## src/rtl/cpu_clk_gen.sv

```systemverilog
// cpu_clk_gen: run/halt/step CPU clock divider; CPU_CLK_STEP_EN enables single-step.
module cpu_clk_gen #(
    parameter int CNT_W       = 16,
    parameter int DEFAULT_DIV = 10
) (
    input  logic             clk,
    input  logic             rst,
    input  logic             run,
    input  logic             step,
    input  logic [CNT_W-1:0] div_in,
    input  logic             div_load,
    output logic             div_ack,
    output logic             clk_out,
    output logic             rise_tick,
    output logic             fall_tick,
    output logic             halted
);
    localparam logic [1:0] IDLE = 2'd0;
    localparam logic [1:0] RUN  = 2'd1;
`ifdef CPU_CLK_STEP_EN
    localparam logic [1:0] STEP = 2'd2;
`else
    logic step_unused;
    assign step_unused = step;
`endif
    logic [1:0]       state_q, state_d;
    logic [CNT_W-1:0] cnt_q, cnt_d;
    logic [CNT_W-1:0] hp_q, hp_d;
    logic [CNT_W-1:0] pend_val_q, pend_val_d;
    logic             pend_vld_q, pend_vld_d;
    logic             clk_out_q, clk_out_d;
    logic             rise_tick_q, rise_tick_d;
    logic             fall_tick_q, fall_tick_d;
    logic             div_ack_q, div_ack_d;
    logic             halted_q, halted_d;
    logic             active, bound, fall_b, apply;

    // Next-state: STEP counts exactly like RUN, so both only leave on a fall boundary.
    always_comb begin
        active      = state_q != IDLE;
        bound       = active && cnt_q == hp_q;
        fall_b      = bound && clk_out_q;
        apply       = pend_vld_q && (!active || fall_b);
        state_d     = state_q;
        cnt_d       = '0;
        clk_out_d   = 1'b0;
        hp_d        = apply ? pend_val_q : hp_q;
        pend_val_d  = div_load ? div_in : pend_val_q;
        pend_vld_d  = div_load || (pend_vld_q && !apply);
        div_ack_d   = apply;
        rise_tick_d = bound && !clk_out_q;
        fall_tick_d = fall_b;
        halted_d    = state_q == IDLE;
        if (!active) begin
            if (run)
                state_d = RUN;
`ifdef CPU_CLK_STEP_EN
            else if (step)
                state_d = STEP;
`endif
        end else begin
            cnt_d     = bound ? '0 : cnt_q + CNT_W'(1);
            clk_out_d = bound ? !clk_out_q : clk_out_q;
            if (fall_b)
                state_d = run ? RUN : IDLE;
        end
    end

    // State and output registers with synchronous reset.
    always_ff @(posedge clk) begin
        if (rst) begin
            state_q     <= IDLE;
            cnt_q       <= '0;
            hp_q        <= CNT_W'(DEFAULT_DIV);
            pend_val_q  <= '0;
            pend_vld_q  <= 1'b0;
            clk_out_q   <= 1'b0;
            rise_tick_q <= 1'b0;
            fall_tick_q <= 1'b0;
            div_ack_q   <= 1'b0;
            halted_q    <= 1'b1;
        end else begin
            state_q     <= state_d;
            cnt_q       <= cnt_d;
            hp_q        <= hp_d;
            pend_val_q  <= pend_val_d;
            pend_vld_q  <= pend_vld_d;
            clk_out_q   <= clk_out_d;
            rise_tick_q <= rise_tick_d;
            fall_tick_q <= fall_tick_d;
            div_ack_q   <= div_ack_d;
            halted_q    <= halted_d;
        end
    end

    assign clk_out   = clk_out_q;
    assign rise_tick = rise_tick_q;
    assign fall_tick = fall_tick_q;
    assign div_ack   = div_ack_q;
    assign halted    = halted_q;
endmodule

```

## config.mk

```make
export PLATFORM = sky130hd
export DESIGN_NAME = cpu_clk_gen
export DESIGN_NICKNAME = d
export VERILOG_FILES = /design/src/rtl/cpu_clk_gen.sv
export SDC_FILE = /design/constraint.sdc
export NUM_CORES = 1
export LEC_CHECK = 0
export BUFFER_PORTS_ARGS = -buffer_cell sky130_fd_sc_hd__buf_2
export CAP_MARGIN = 20
export CORE_MARGIN = 2
export CORE_UTILIZATION = 62
export CTS_CLUSTER_SIZE = 12
export DETAILED_ROUTE_END_ITERATION = 10
export PLACE_DENSITY = 0.85
export RECOVER_POWER = 25
export SYNTH_ARGS = -nofsm -noshare
export SYNTH_HDL_FRONTEND = slang
export SYNTH_SLANG_ARGS = --single-unit
```

## constraint.sdc

```tcl
create_clock -name clk -period 4.4 [get_ports clk]
set_input_delay 0.44 -clock clk [delete_from_list [all_inputs] [get_ports clk]]
set_output_delay 0.44 -clock clk [all_outputs]
set_load 0.03 [all_outputs]
```

==> results.cfg <==
[setup_path]
path_cells = xor2_2 > nor4_2 > nand4_2 > o22ai_4 > mux2i_1
slowest_stage = o22ai_4
cp-end-kind = register
critPathMaxStageDelay_ns = 0.62
rrSetupSlack_ns = 2.28
required_ns = 4.63
start_kind = register
worstPathMaxFanout = 17
crit_type = reg2reg
arrival_ns = 2.35

[clocking]
post_cts_buffers = 0
hold_buffers = 0
cts_buffers = 5
cts_sinks = 55
htree_levels = 2
clkLatencyLatePin_ns = 0.31
cts_tree = built
clockRootBuffer = clkbuf_8
cts_resized = 0
clkTransAtPathRegs_ns = 0.09
clock_path_buffers = 2

[sta]
timing.final.max_slew_violations = 0
setup_slack_ns = 2.281
worst_pin_slew_ns = 1.130
fin_hold_ws_ns = 0.3596
finalSetupTns_ns = 0
slew_headroom_pct = 24.65
final.setup_skew_ns = 0.005982
period_share_pct = 48.15
fmax_mhz = 472.0
setup-violations-final = 0
finalHoldViolations = 0
min_period_ns = 2.119
rsz0062_at_grt = false

[synth]
ys_warn_count = 0
synth_common_cells = dfxtp_1 (55), nor2_1 (40), mux2i_1 (32)
synthArstFlopShare_pct = 0
ys_types = 30
ys_seq_elements = 55
syn_area_per_cell_um2 = 9.884
yosysTopAreaCell = dfxtp_1
seq_area_frac_synth_pct = 46.41
synth.net_count = 262
synth-edff-count = 0
synthTopCellsByArea = dfxtp_1 (46%), mux2i_1 (14%), xor2_1 (8.1%)
yosysTopAreaCellShare_pct = 46.41
netlist_area_um2 = 2372
synth.most_common_cell = dfxtp_1
syn_inst = 240
synth_flop_cell = dfxtp_1

[power]
p_switching_uw = 201.1
p_int_uw = 775.8
leakage_uw = 0.001076
powerDensity_nw_per_um2 = 374.4
irDropWorstVdd_mv = 0.2916
power_switching_share_pct = 20.58
p_comb_share_pct = 7.1
power.clock.fraction_pct = 39.2
pwr-share-seq_pct = 53.7

[route]
drcViolationCount = 0
wl_met2_mm = 1.817
top_layer = met4
firstDrtPassIters = 4
route.met3.wl_um = 116
vias_per_cell = 5.121
num_vias = 1572
met1_length_mm = 1.802
drt_first_iter_violations = 59
ant_nets = 0
totalWireLength_mm = 3.798
wl_per_cell_um = 12.37

[floorplan]
fp-row-count = 22
start_util_pct = 64.80
die-area_um2 = 4337
pin_count = 26
fp.dieW_um = 65.86
core-area_um2 = 3661
die_h_um = 65.86

[layout]
nets = 280
drive_gt1_share_pct = 14.29
diodes = 0
syn2layout_area_growth_pct = 9.968
reg_top3 = cnt_q (16), hp_q (16), pend_val_q (16)
fillers = 270

[placed_design]
gp_congestion = 0.7572
numPortBuffers = 24
dp_slack_ns = 2.309
hpwl_mm = 2.660

[global_routing]
grt_max_degree = 54
track_usage_pct = 20.08
grt_pass1_vias = 1460
grt_pass1_wl_mm = 6.610
antenna_found_initial = 0
grt-ovfl-total = 0

[status]
status = finished clean

[flow_run]
maxCapViolCount = 0

[hold_path]
hold_path.class = in2reg
## worst max-delay path, delay by kind of cell, from the launching register on
kind	cells	cell delay [ns]
AOI/OAI and AO/OA	1	0.62
xor gates and xnor gates	1	0.10
DFF	1	0.47
muxes	1	0.29
and+or+nand+nor	2	0.56
## logic make-up after synthesis
logic type	after synthesis	synth area share, %
xor gates and xnor gates	31	11.76
and+or+nand+nor	99	22.26
DFF	55	46.41
muxes	32	13.50
buffers and inverters	18	3.955
adders and majority gates	1	0.5273
AOI/OAI and AO/OA	4	1.582
## worst paths after layout
check                 from             to  cells after the start
max               cnt_q[4]       hp_q[12]                      5
min              div_in[1]  pend_val_q[1]                      3
max reg2reg       cnt_q[4]       hp_q[12]                      5
min reg2reg  pend_val_q[6]        hp_q[6]                      2
## power by group through the flow
stage                     Sequential (uW)  Clock, uW  Combinational (uW)
final                                 524        383                69.6
after global routing                  527        406                78.1
after CTS                             524        389                70.4
after detailed placement              536          0                70.1
after global placement                535          0                68.5
after floorplan                       535          0                55.9
## stage by stage
stage                     std cells  power, uW  area [um^2]  util, %
final                           307      976.8         2609    71.26
after global routing            307       1011         2609    71.26
after CTS                       307      984.3         2610    71.29
after detailed placement        299      606.2         2477    67.67
after global placement          299      603.9         2477    67.67
after floorplan                 240      591.2         2372        -
## metal layers
metal,global-route usage [%],vias to the layer above
met5,0,-
met3,4.089,6
met4,10.16,0
li1,-,817
met2,31.31,27
met1,26.37,722
## cell usage in the layout, fill, tap and decap left out, types with 2 or more instances in the layout
| master | netlist | layout |
|---|---|---|
| nand2b_1 | 30 | 30 |
| buf_2 | 1 | 23 |
| nand3_1 | 4 | 4 |
| bufinv_16 | 0 | 2 |
| dfxtp_1 | 55 | 55 |
| clkbuf_1 | 8 | 2 |
| nand2_1 | 6 | 6 |
| mux2i_1 | 32 | 32 |
| nor2_1 | 40 | 40 |
| nand4_1 | 4 | 4 |
| nor3_1 | 5 | 5 |
| clkbuf_8 | 0 | 5 |
| nor4_2 | 4 | 4 |
| xnor2_1 | 8 | 8 |
| xor2_1 | 22 | 22 |
| inv_1 | 5 | 5 |
## cell type report
type,instances,area (um^2),area share [%]
Multi-Input combinational cell,167,1177,45.13
Clock buffer,6,72.57,2.782
Inverter,5,18.77,0.7194
Sequential cell,55,1101,42.21
Clock inverter,2,60.06,2.302
Timing Repair Buffer,24,118.9,4.556
Tap cell,48,60.06,2.302
(Power assumes the default switching activity.)
